<file path="config.mk">
export PLATFORM = sky130hd
export DESIGN_NAME = clk_div_multi
export DESIGN_NICKNAME = d
export VERILOG_FILES = /design/src/rtl/clk_div_multi.sv
export SDC_FILE = /design/constraint.sdc
export NUM_CORES = 1
export LEC_CHECK = 0
export ABC_CLOCK_PERIOD_IN_PS = 5400
export CELL_PAD_IN_SITES_DETAIL_PLACEMENT = 0
export CELL_PAD_IN_SITES_GLOBAL_PLACEMENT = 2
export CORE_ASPECT_RATIO = 0.5
export CORE_MARGIN = 8
export CORE_UTILIZATION = 47
export CTS_CLUSTER_SIZE = 20
export DETAILED_ROUTE_END_ITERATION = 7
export GPL_ROUTABILITY_DRIVEN = 0
export PLACE_DENSITY_LB_ADDON = 0.15
export SLEW_MARGIN = 40
export SYNTH_ARGS = -nofsm -noshare
export SYNTH_HDL_FRONTEND = slang
export SYNTH_SLANG_ARGS = --single-unit
</file>
<file path="constraint.sdc">
create_clock -name clk -period 5.4 [get_ports clk]
set_clock_uncertainty 0.15 [all_clocks]
set_input_delay 1.08 -clock clk [delete_from_list [all_inputs] [get_ports clk]]
set_output_delay 1.08 -clock clk [all_outputs]
set_load 0.05 [all_outputs]
</file>
<file path="src/rtl/clk_div_multi.sv">
// Multi-channel programmable clock divider: 50% duty outputs plus a rising-edge tick per channel.
// Half-period writes land in a shadow register and reach the counter only at a toggle, sync or idle.
module clk_div_multi #(
    parameter int NUM_CH       = 4,
    parameter int CNT_W        = 17,
    parameter int DEFAULT_HALF = 49999,
    localparam int CH_W        = (NUM_CH > 1) ? $clog2(NUM_CH) : 1
) (
    input  logic              clk,
    input  logic              rst_n,
    input  logic [NUM_CH-1:0] en,
    input  logic              sync,
    input  logic              wr_en,
    input  logic [CH_W-1:0]   wr_ch,
    input  logic [CNT_W-1:0]  wr_half,
    output logic [NUM_CH-1:0] clk_out,
    output logic [NUM_CH-1:0] tick
);

    localparam logic [CNT_W-1:0] DEF_HALF = CNT_W'(DEFAULT_HALF);

    logic [CNT_W-1:0]  cnt_q [NUM_CH];
    logic [CNT_W-1:0]  cnt_d [NUM_CH];
    logic [CNT_W-1:0]  act_q [NUM_CH];
    logic [CNT_W-1:0]  act_d [NUM_CH];
    logic [CNT_W-1:0]  shd_q [NUM_CH];
    logic [CNT_W-1:0]  shd_d [NUM_CH];
    logic [NUM_CH-1:0] out_q;
    logic [NUM_CH-1:0] out_d;
    logic [NUM_CH-1:0] tick_q;
    logic [NUM_CH-1:0] tick_d;
    logic [NUM_CH-1:0] wr_hit;

    always_comb begin
        for (int ch = 0; ch < NUM_CH; ch++) begin
            // Out-of-range channel numbers never match, so such writes are dropped.
            wr_hit[ch] = wr_en && (wr_ch == CH_W'(ch));
            // shd_d doubles as the load value, giving a same-cycle write priority over the old shadow.
            shd_d[ch]  = wr_hit[ch] ? wr_half : shd_q[ch];
            cnt_d[ch]  = cnt_q[ch];
            act_d[ch]  = act_q[ch];
            out_d[ch]  = out_q[ch];
            tick_d[ch] = 1'b0;
            if (sync || !en[ch]) begin
                cnt_d[ch] = '0;
                out_d[ch] = 1'b0;
                act_d[ch] = shd_d[ch];
            end else if (cnt_q[ch] == act_q[ch]) begin
                cnt_d[ch]  = '0;
                out_d[ch]  = ~out_q[ch];
                tick_d[ch] = ~out_q[ch];
                act_d[ch]  = shd_d[ch];
            end else begin
                cnt_d[ch] = cnt_q[ch] + CNT_W'(1);
            end
        end
    end

    always_ff @(posedge clk or negedge rst_n) begin
        if (!rst_n) begin
            for (int ch = 0; ch < NUM_CH; ch++) begin
                cnt_q[ch] <= '0;
                act_q[ch] <= DEF_HALF;
                shd_q[ch] <= DEF_HALF;
            end
            out_q  <= '0;
            tick_q <= '0;
        end else begin
            for (int ch = 0; ch < NUM_CH; ch++) begin
                cnt_q[ch] <= cnt_d[ch];
                act_q[ch] <= act_d[ch];
                shd_q[ch] <= shd_d[ch];
            end
            out_q  <= out_d;
            tick_q <= tick_d;
        end
    end

    assign clk_out = out_q;
    assign tick    = tick_q;

endmodule

</file>
Word level (Yosys, flattened, before mapping)
Cells that the tools add are included.
- add/subtract/negate cells: 4
- eq/ne operators: 7
- mux-type cells: 36
- bitwise gates (word level): 4
- reductions and logical operators: 17
- operators by type and width (operator ; count):
    two-way mux 17 bit ; 20
    adder 17 x 1 -> 17 bit, second input constant ; 4
    == test 17 bit ; 4
    two-way mux 1 bit ; 16
    nonzero test 2 bit ; 4
    == test 2 bit, second input constant ; 2
    logical AND 1 bit ; 4
    zero test 1 bit ; 4
    logical OR 1 bit ; 4
    NOT 1 bit ; 4
    == test 2 x 1 -> 1 bit, second input constant ; 1
    zero test 2 bit ; 1
- register bits after elaboration: 212
- input bits: 27
- output and inout port bits: 8
- logic and storage cells: 85

Logic depth before layout (Yosys ltp)
Gate-level depths: netlist of the first run.
- depth in word-level cells: 5
- gate-level depth with buffers: 8
- mapped depth without buffers: 6

Worst setup path after synthesis of the first run
OpenSTA, ideal clock, no wires.
- path type: input to register
- from: input port wr_ch[1]
- to: register act_q[58] (netlist name)
- setup time: 0.127 ns
- arrival time: 2.408 ns
- data required time: 5.123 ns
- setup slack: 2.714 ns
- stages on the path: 4
- buffers on the path: 1
- path through: nor3b_2 -> buf_2 -> mux2_2 -> mux2_1
- RTL lines (item ; line ; text):
    start, declared ; 14 ; input logic [CH_W-1:0] wr_ch,
    end signal, assigned by index ; 71 ; act_q[ch] <= act_d[ch];
    end, declared ; 24 ; logic [CNT_W-1:0] act_q [NUM_CH];

Worst setup path after layout of the first run
- from: register out_q[3], in the netlist clk_out[3]
- to: output port clk_out[3]
- RTL lines (item ; line ; text):
    start, declared ; 28 ; logic [NUM_CH-1:0] out_q;
    start signal, assigned ; 74 ; out_q <= out_d;
    end, declared ; 16 ; output logic [NUM_CH-1:0] clk_out,
No word-level cell between the ends.

==> flow_metrics.tcl, run 1 <==
set metrics [dict create \
    synth-seq-cells 212 \
    drv_cap 0 \
    layout.area.seq_um2 5400 \
    post_layout_nonfiller_instances 1045 \
    worstSkewPairLatency_ns 0.49 \
    yosys_warnings 0 \
    hold_ws_ns 0.330 \
    met3WireLength_um 585 \
    firstDrtPassIters 4 \
    synth_fp_nets 750 \
    final_common_cell "dfrtp_1" \
    critPathKind "flop to output port" \
    setup_repair_after_global_routing_missed_its_margin "no" \
    numCtsBuffers 20 \
    drc 0 \
    number_of_antenna_violations_at_the_first_check_in_global_routing 0 \
    area_delta_synth_final_pct 13.8 \
    drt_first_iter_violations 334 \
    grt_use_total 0.159 \
    finalSetupTns_ns 0 \
    cp_data_arrival_time_ns 1.68 \
    cpPeakStageDelay_ns 0.82 \
    coreArea_um2 19600 \
    worst_ep_required_time_ns 4.17 \
    routed_wl_per_cell_um 18.5 \
    worst_hold_path_type "flop to flop" \
    max_freq_mhz 343 \
    pin_count 35 \
    netlist_instances 719 \
    finalCritPeriodShare 0.540 \
    timing.critical_path.max_delay_family "buffers and inverters" \
    dpl.hpwl_um 13200 \
    cts.repair_timing.setup_buffer_count 0 \
    post_drt_via_cell_ratio 5.10 \
    post_cts_resize_count 0 \
    met2_wirelength_um 7990 \
    drive_above_1_share 0.306 \
    path_cells "clkdlybuf4s50_1" \
    antenna_violating_nets_remaining 0 \
    floorplan.initialDensity 0.483 \
    crit_path_top_delay_cell "clkdlybuf4s50_1" \
    start_kind "flop" \
    nFillCells 1667 \
    slew_at_the_pin_with_the_worst_max_slew_slack_ns 0.605 \
    result_of_the_run "finished clean" \
    buffer_depth_of_the_longest_clock_path 3 \
    clkSlewWorstSetupHoldPaths_ns 0.06 \
    rows 36 \
    grt_pass1_vias 5379 \
    dr.max_layer_used "met4" \
    power_density_nw_per_um2 364 \
    max-vdd-ir-drop_uv 222 \
    avgSynthCellArea_um2 13.2 \
    input_output_buffers 34 \
    grt_overflow_total 0 \
    placedCellCount 1008 \
    die_area_um2 25200 \
    final_core_util 0.550 \
    synth_top_area_share 0.370 \
    diodes_inserted 0 \
    finalWorstPathRequiredPeriod_ns 2.91 \
    cts.hold.buffers_added 0 \
    final_max_slew_viol_count 0 \
    ys_types 33 \
    cts-root-buf "clkbuf_16" \
    setup_failing_eps_final 0 \
    worst_setup_path_end_kind "output port" \
    h_tree_depth 1 \
    dieHeight_um 116 \
    vias 5334 \
    first_pass_grt_wire_length_um 31600 \
    critical_path.n_buffers_inverters 1 \
    slew-limit-headroom 0.596 \
    grt_max_degree 118 \
    clkSinkCount 212 \
    cts_tree "yes" \
    power.leakage_uw 0.00458 \
    timing.critical_path.fanout_max 4 \
    synthDominantAreaCellType "dfrtp_1" \
    yosysSeqAreaShare 0.570 \
    wl_um 19300 \
    synthTopCellsByArea "dfrtp_1 (37%), dfstp_2 (20%), mux2_2 (12%), xor2_1 (8.7%), mux2_4 (3.2%)" \
    fp.dieW_um 217 \
    post_synth_instance_area_um2 9470 \
    hold_viol 0 \
    routedLengthMet1_um 10500 \
    finalNetCount 796 \
    most-common-layout-cells "dfrtp_1 (140), mux2_2 (97), xor2_1 (94)" \
    combined_area_of_the_multi_input_logic_cells_um2 3860 \
]
-- Yosys cell counts (all sizes together) --
cell	count
dfrtp	140
mux2	136
xor2	94
nor2	79
dfstp	72
xnor2	34
nand3	33
nand2	21
nor4	17
buf	16
nor3	15
inv	11
nand4	11
and3	7
a21oi	4
ha	4
nand2b	4
o21ai	4
o21bai	4
or3	4
and4	2
clkbuf	2
nand3b	2
nor3b	2
and2	1
-- worst reg2reg max path, stage by stage (launching register included) --
cell	delay (ns)
dfrtp_1	0.45
xor2_1	0.19
nor4_1	0.33
nand3_1	0.29
o21bai_4	0.49
buf_8	0.26
mux2_2	0.36
-- cells by family after synthesis --
group | count (synthesis) | synth area share
flip-flops | 212 | 0.570
buffers and inverters | 29 | 0.0226
multiplexers | 136 | 0.170
adder cells (fa/ha/maj) | 4 | 0.00529
AND/OR/NAND/NOR | 198 | 0.102
AO/OA/AOI/OAI | 12 | 0.0122
XOR/XNOR | 128 | 0.118
-- through the flow --
stage	cell area [um^2]	total power, uW	setup slack (ns)
after floorplan	9470	2340	2.71
after detailed placement	10100	2520	2.04
after CTS	10800	3980	2.45
after global placement	10000	2490	1.99
after global routing	10800	4110	2.42
final	10800	3920	2.49
-- worst paths after layout --
check / from / to / slack (ns) / depth (start not counted)
min: clk_out[0] / tick[0] / 0.33 / 1
max reg2reg: cnt_q[7] / act_q[16] / 2.76 / 6
max: clk_out[3] / clk_out[3] / 2.49 / 1
min reg2reg: clk_out[0] / tick[0] / 0.33 / 1
min in group asynchronous: rst_n / tick[3] / 0.39 / 1
max in group asynchronous: rst_n / act_q[19] / 3.71 / 2
-- layout make-up --
| type | count | share of cell area |
|---|---|---|
| clock buffers | 33 | 0.0585 |
| clock inverters | 3 | 0.00430 |
| inverters | 11 | 0.00383 |
| multi-input cells | 478 | 0.359 |
| flip-flops and latches | 212 | 0.501 |
| well taps | 266 | 0.0309 |
| repair buffers | 42 | 0.0433 |
-- sequential cells by signal (all words and copies together) (netlist names) --
| register | cells |
|---|---|
| act_q | 68 |
| cnt_q | 68 |
| shd_q | 68 |
| clk_out | 4 |
| tick | 4 |
-- per-layer routing --
| metal | global-route usage | vias up |
|---|---|---|
| met5 | 0 | - |
| met4 | 0.0296 | 0 |
| li1 | - | 2549 |
| met1 | 0.251 | 2708 |
| met3 | 0.0238 | 21 |
| met2 | 0.226 | 56 |
-- power breakdown --
| group | internal (uW) | leakage [uW] | switching (uW) |
|---|---|---|---|
| registers | 1880 | 0.00257 | 132 |
| logic | 266 | 0.00168 | 203 |
| clock network | 848 | 0.000333 | 588 |
| total | 3000 | 0.00458 | 923 |
Note: power is estimated with default switching activity, not from simulation.
==> run 2, diff against run 1 <==
- ABC_CLOCK_PERIOD_IN_PS: 5400 -> 3100
- CORE_UTILIZATION: 47 -> 43
- clock period: 5.4 -> 3.1 ns (I/O delays scaled with it)
==> flow_metrics.tcl, run 2 (synthesis results as in run 1) <==
set metrics [dict create \
    clkSinkCount 212 \
    met1_usage 0.244 \
    routed_wl_per_cell_um 18.1 \
    max_freq_mhz 393 \
    clkPwrFrac 0.373 \
    dieHeight_um 121 \
    worst_hold_path_type "input port to asynchronous set/reset pin" \
    max-vdd-ir-drop_uv 272 \
    input_output_buffers 34 \
    power_frac_comb 0.122 \
    ff2ff_setup_slack_ns 0.55 \
    setup_repair_after_global_routing_missed_its_margin "no" \
    cpPeakStageDelay_ns 0.54 \
    power.net_switching_uw 1650 \
    seqPwrFrac 0.505 \
    p_sw_frac 0.237 \
    coreArea_um2 21600 \
    timing.rr.end "act_q[61]" \
    slew-limit-headroom 0.546 \
    worstSkewPairLatency_ns 0.49 \
    cts-root-buf "clkbuf_16" \
    start_kind "flop" \
    grt_util_met3 0.0236 \
    finalNetCount 801 \
    clkSlewWorstSetupHoldPaths_ns 0.06 \
    cts.repair_timing.setup_buffer_count 0 \
    vias 5317 \
    post_drt_via_cell_ratio 4.91 \
    drt_first_iter_violations 420 \
    buffer_depth_of_the_longest_clock_path 3 \
    hold_viol 0 \
    largest_registers "act_q (68), cnt_q (68), shd_q (68)" \
    antenna_violating_nets_remaining 0 \
    slew_at_the_pin_with_the_worst_max_slew_slack_ns 0.681 \
    final_common_cell "dfrtp_1" \
    dpl.hpwl_um 13500 \
    fp.dieW_um 226 \
    worst_setup_path_end_kind "flop" \
    power_density_nw_per_um2 637 \
    number_of_antenna_violations_at_the_first_check_in_global_routing 0 \
    grt_overflow_total 0 \
    grt_util_met2 0.193 \
    firstDrtPassIters 4 \
    drc 0 \
    gr-max-usage-layer "met1" \
    wl_um 19600 \
    grt_pass1_vias 5391 \
    internal_power_uw 5290 \
    post_cts_resize_count 0 \
    finalCritPeriodShare 0.821 \
    timing.critical_path.fanout_max 18 \
    nFillCells 1889 \
    rows 38 \
    combined_area_of_the_multi_input_logic_cells_um2 3860 \
    crit_path_top_delay_cell "o21bai_4" \
    result_of_the_run "finished clean" \
    finalWorstPathRequiredPeriod_ns 2.55 \
    setup_failing_eps_final 0 \
    power.leakage_uw 0.00462 \
    reg2reg_depth 6 \
    grt_use_total 0.148 \
    numCtsBuffers 21 \
    hold_ws_ns 0.00491 \
    drive_above_1_share 0.310 \
    cp_data_arrival_time_ns 2.77 \
    cts.hold.buffers_added 0 \
    cp_num_cells 6 \
    final_max_slew_viol_count 0 \
    first_pass_grt_wire_length_um 32000 \
    worstReg2RegStart "cnt_q[51]" \
    diodes_inserted 0 \
    floorplan.initialDensity 0.438 \
    area_delta_synth_final_pct 15.0 \
    timing.critical_path.max_delay_family "simple AND/OR/NAND/NOR gates" \
    path_cells "xor2_1, nor4_1, nand3_1, o21bai_4, buf_16, mux2_2" \
    pin_count 35 \
    h_tree_depth 1 \
    finalSetupTns_ns 0 \
    most-common-layout-cells "dfrtp_1 (140), mux2_2 (97), xor2_1 (94)" \
    die_area_um2 27300 \
    critical_path.n_buffers_inverters 1 \
    cts_tree "yes" \
    critPathKind "flop to flop" \
    grt_max_degree 80 \
    drv_cap 0 \
    layout.area.seq_um2 5400 \
    worst_ep_required_time_ns 3.32 \
]
==> run 2: how the worst max path moves through the flow <==
stage	start	slack (ns)	end
2_1_floorplan	wr_ch[1]	0.87	act_q[58]
3_3_place_gp	sync	0.41	act_q[16]
3_5_place_dp	sync	0.35	act_q[27]
4_1_cts	act_q[60]	0.54	act_q[61]
5_1_grt	cnt_q[36]	0.33	act_q[50]
6_report	cnt_q[51]	0.55	act_q[61]
==> run 2: per-stage QoR <==
| stage | area (um^2) | power [uW] | setup WS, ns | util | std cells |
|---|---|---|---|---|---|
| global placement | 10100 | 4370 | 0.408 | 0.467 | 1042 |
| floorplan | 9470 | 4080 | 0.874 | - | 719 |
| detailed placement | 10200 | 4410 | 0.345 | 0.471 | 1047 |
| global route | 10900 | 7270 | 0.326 | 0.503 | 1083 |
| CTS | 10900 | 7040 | 0.542 | 0.503 | 1083 |
| finish | 10900 | 6930 | 0.554 | 0.503 | 1083 |
==> run 2: layer usage <==
metal | up-vias | routed length, um
met5 | - | 0
met4 | 0 | 441
met3 | 31 | 529
met2 | 51 | 7500
met1 | 2668 | 11100
li1 | 2567 | -
==> run 2: layout make-up <==
class | count | share of cell area
clock inverters | 7 | 0.00827
clock buffers | 29 | 0.0557
flip-flops and latches | 212 | 0.495
well taps | 300 | 0.0345
repair buffers | 46 | 0.0479
inverters | 11 | 0.00379
multi-input cells | 478 | 0.354
==> run 2: worst reg2reg max path: cells and delay by family, from the launching register on <==
| family | cells | cell delay, ns |
|---|---|---|
| buffers and inverters | 1 | 0.23 |
| multiplexers | 1 | 0.34 |
| AND/OR/NAND/NOR | 2 | 0.54 |
| XOR/XNOR | 1 | 0.19 |
| AO/OA/AOI/OAI | 1 | 0.54 |
| flip-flops | 1 | 0.44 |
==> run 2: power by group through the flow <==
stage	Combinational [uW]	Clock, uW	Sequential (uW)
finish	847	2590	3500
floorplan	626	0	3450
CTS	866	2670	3500
global route	939	2790	3550
global placement	831	0	3540
detailed placement	861	0	3550
==> run 3, diff against run 2 <==
- ABC_CLOCK_PERIOD_IN_PS: 3100 -> 2450
- clock period: 3.1 -> 2.45 ns (I/O delays scaled with it)
==> flow_metrics.tcl, run 3 (synthesis results as in run 1) <==
set metrics [dict create \
    rows 38 \
    input_output_buffers 34 \
    worst_ep_required_time_ns 1.81 \
    finalNetCount 825 \
    most-common-layout-cells "dfrtp_1 (140), mux2_2 (97), xor2_1 (94)" \
    post_drt_via_cell_ratio 4.88 \
    critical_path.n_buffers_inverters 1 \
    diodes_inserted 0 \
    die_area_um2 27300 \
    coreArea_um2 21600 \
    worstReg2RegStart "cnt_q[53]" \
    start_kind "flop" \
    final_common_cell "dfrtp_1" \
    crit_path_top_delay_cell "clkdlybuf4s50_1" \
    cpPeakStageDelay_ns 0.83 \
    power.leakage_uw 0.00476 \
    timing.rr.end "act_q[61]" \
    slew-limit-headroom 0.660 \
    slew_at_the_pin_with_the_worst_max_slew_slack_ns 0.508 \
    numCtsBuffers 20 \
    antenna_violating_nets_remaining 0 \
    finalSetupTns_ns 0 \
    clkSlewWorstSetupHoldPaths_ns 0.07 \
    hp-start "clk_out[3]" \
    vias 5403 \
    number_of_antenna_violations_at_the_first_check_in_global_routing 0 \
    setup_repair_after_global_routing_missed_its_margin "no" \
    dieHeight_um 121 \
    worst_hold_path_type "flop to flop" \
    timing.critical_path.max_delay_family "buffers and inverters" \
    hold_viol 0 \
    result_of_the_run "finished clean" \
    area_delta_synth_final_pct 17.4 \
    worst_setup_path_end_kind "output port" \
    drc 0 \
    hold-path-cell-count 1 \
    final_max_slew_viol_count 0 \
    reg2reg_depth 5 \
    drt_first_iter_violations 365 \
    drive_above_1_share 0.330 \
    ff2ff_setup_slack_ns 0.19 \
    dpl.hpwl_um 14000 \
    largest_registers "act_q (68), cnt_q (68), shd_q (68)" \
    drv_cap 0 \
    cts_tree "yes" \
    floorplan.initialDensity 0.438 \
    max-vdd-ir-drop_uv 335 \
    finalCritPeriodShare 0.957 \
    h_tree_depth 1 \
    timing.critical_path.fanout_max 4 \
    power_density_nw_per_um2 794 \
    pin_count 35 \
    grt_pass1_vias 5597 \
    critPathKind "flop to output port" \
    hold_ws_ns 0.324 \
    clkSinkCount 212 \
    wl_um 20000 \
    grt_use_total 0.151 \
    cts-root-buf "clkbuf_16" \
    finalPower_uw 8820 \
    worstSkewPairLatency_ns 0.49 \
    finalWorstPathRequiredPeriod_ns 2.35 \
    cp_data_arrival_time_ns 1.71 \
    min_delay_worst_endpoint "tick[3]" \
    grt_overflow_total 0 \
    firstDrtPassIters 4 \
    routed_wl_per_cell_um 18.0 \
    path_cells "clkdlybuf4s50_1" \
    grt_max_degree 57 \
    setup_failing_eps_final 0 \
    max_freq_mhz 426 \
    fp.dieW_um 226 \
    buffer_depth_of_the_longest_clock_path 3 \
    first_pass_grt_wire_length_um 32800 \
]
[run 3: changes by cell type in the layout (fill, tap and decap cells not counted), sizes merged]
cell / before / now
buf: 12 / 35
bufinv: 2 / 3
clkbuf: 30 / 29
clkinv: 4 / 5
dlygate4sd3: 0 / 1
inv: 12 / 11
o21bai: 4 / 5
[run 3: worst max-delay path by stage]
stage,start,end,slack [ns],cells after the start
3_3_place_gp,wr_en,act_q[58],0.06,5
2_1_floorplan,wr_ch[1],act_q[58],0.35,4
6_report,clk_out[0],clk_out[0],0.10,1
4_1_cts,cnt_q[64],act_q[61],0.05,5
3_5_place_dp,wr_en,act_q[58],0.03,5
5_1_grt,act_q[23],act_q[19],0.008,6
[run 3: layout make-up]
type	count	area, um^2
Timing Repair Buffer	70	729
Inverter	11	41.3
Sequential cell	212	5400
Fill cell	1871	10500
Tap cell	300	375
Clock buffer	28	582
Multi-Input combinational cell	479	3880
Clock inverter	8	115
[run 3: through the flow]
step,setup WS [ns],instance area (um^2),std cells,util
floorplan,0.354,9470,719,-
global placement,0.0627,10400,1068,0.479
detailed placement,0.0256,10400,1068,0.479
CTS,0.0454,11100,1105,0.512
global route,0.00806,11100,1108,0.514
finish,0.104,11100,1108,0.514
[run 3: where the power goes]
group | switching (uW) | internal (uW) | leakage, uW
clock | 1330 | 1980 | 0.000347
combinational | 477 | 617 | 0.00184
sequential | 275 | 4150 | 0.00257
total | 2080 | 6740 | 0.00476
[run 3: routing by layer]
layer	vias up	global-route usage	routed length, um
met5	-	0	0
met2	42	0.215	8260
met3	23	0.0232	504
met1	2724	0.240	10900
li1	2614	-	-
met4	0	0.0275	317
[run 3: timing repair]
item                                   CTS  global route
resized for setup                        0             1
endpoints found under the hold margin   37             0
setup endpoints to repair                0            61
hold buffers                             1             0
buffers inserted                         0             2
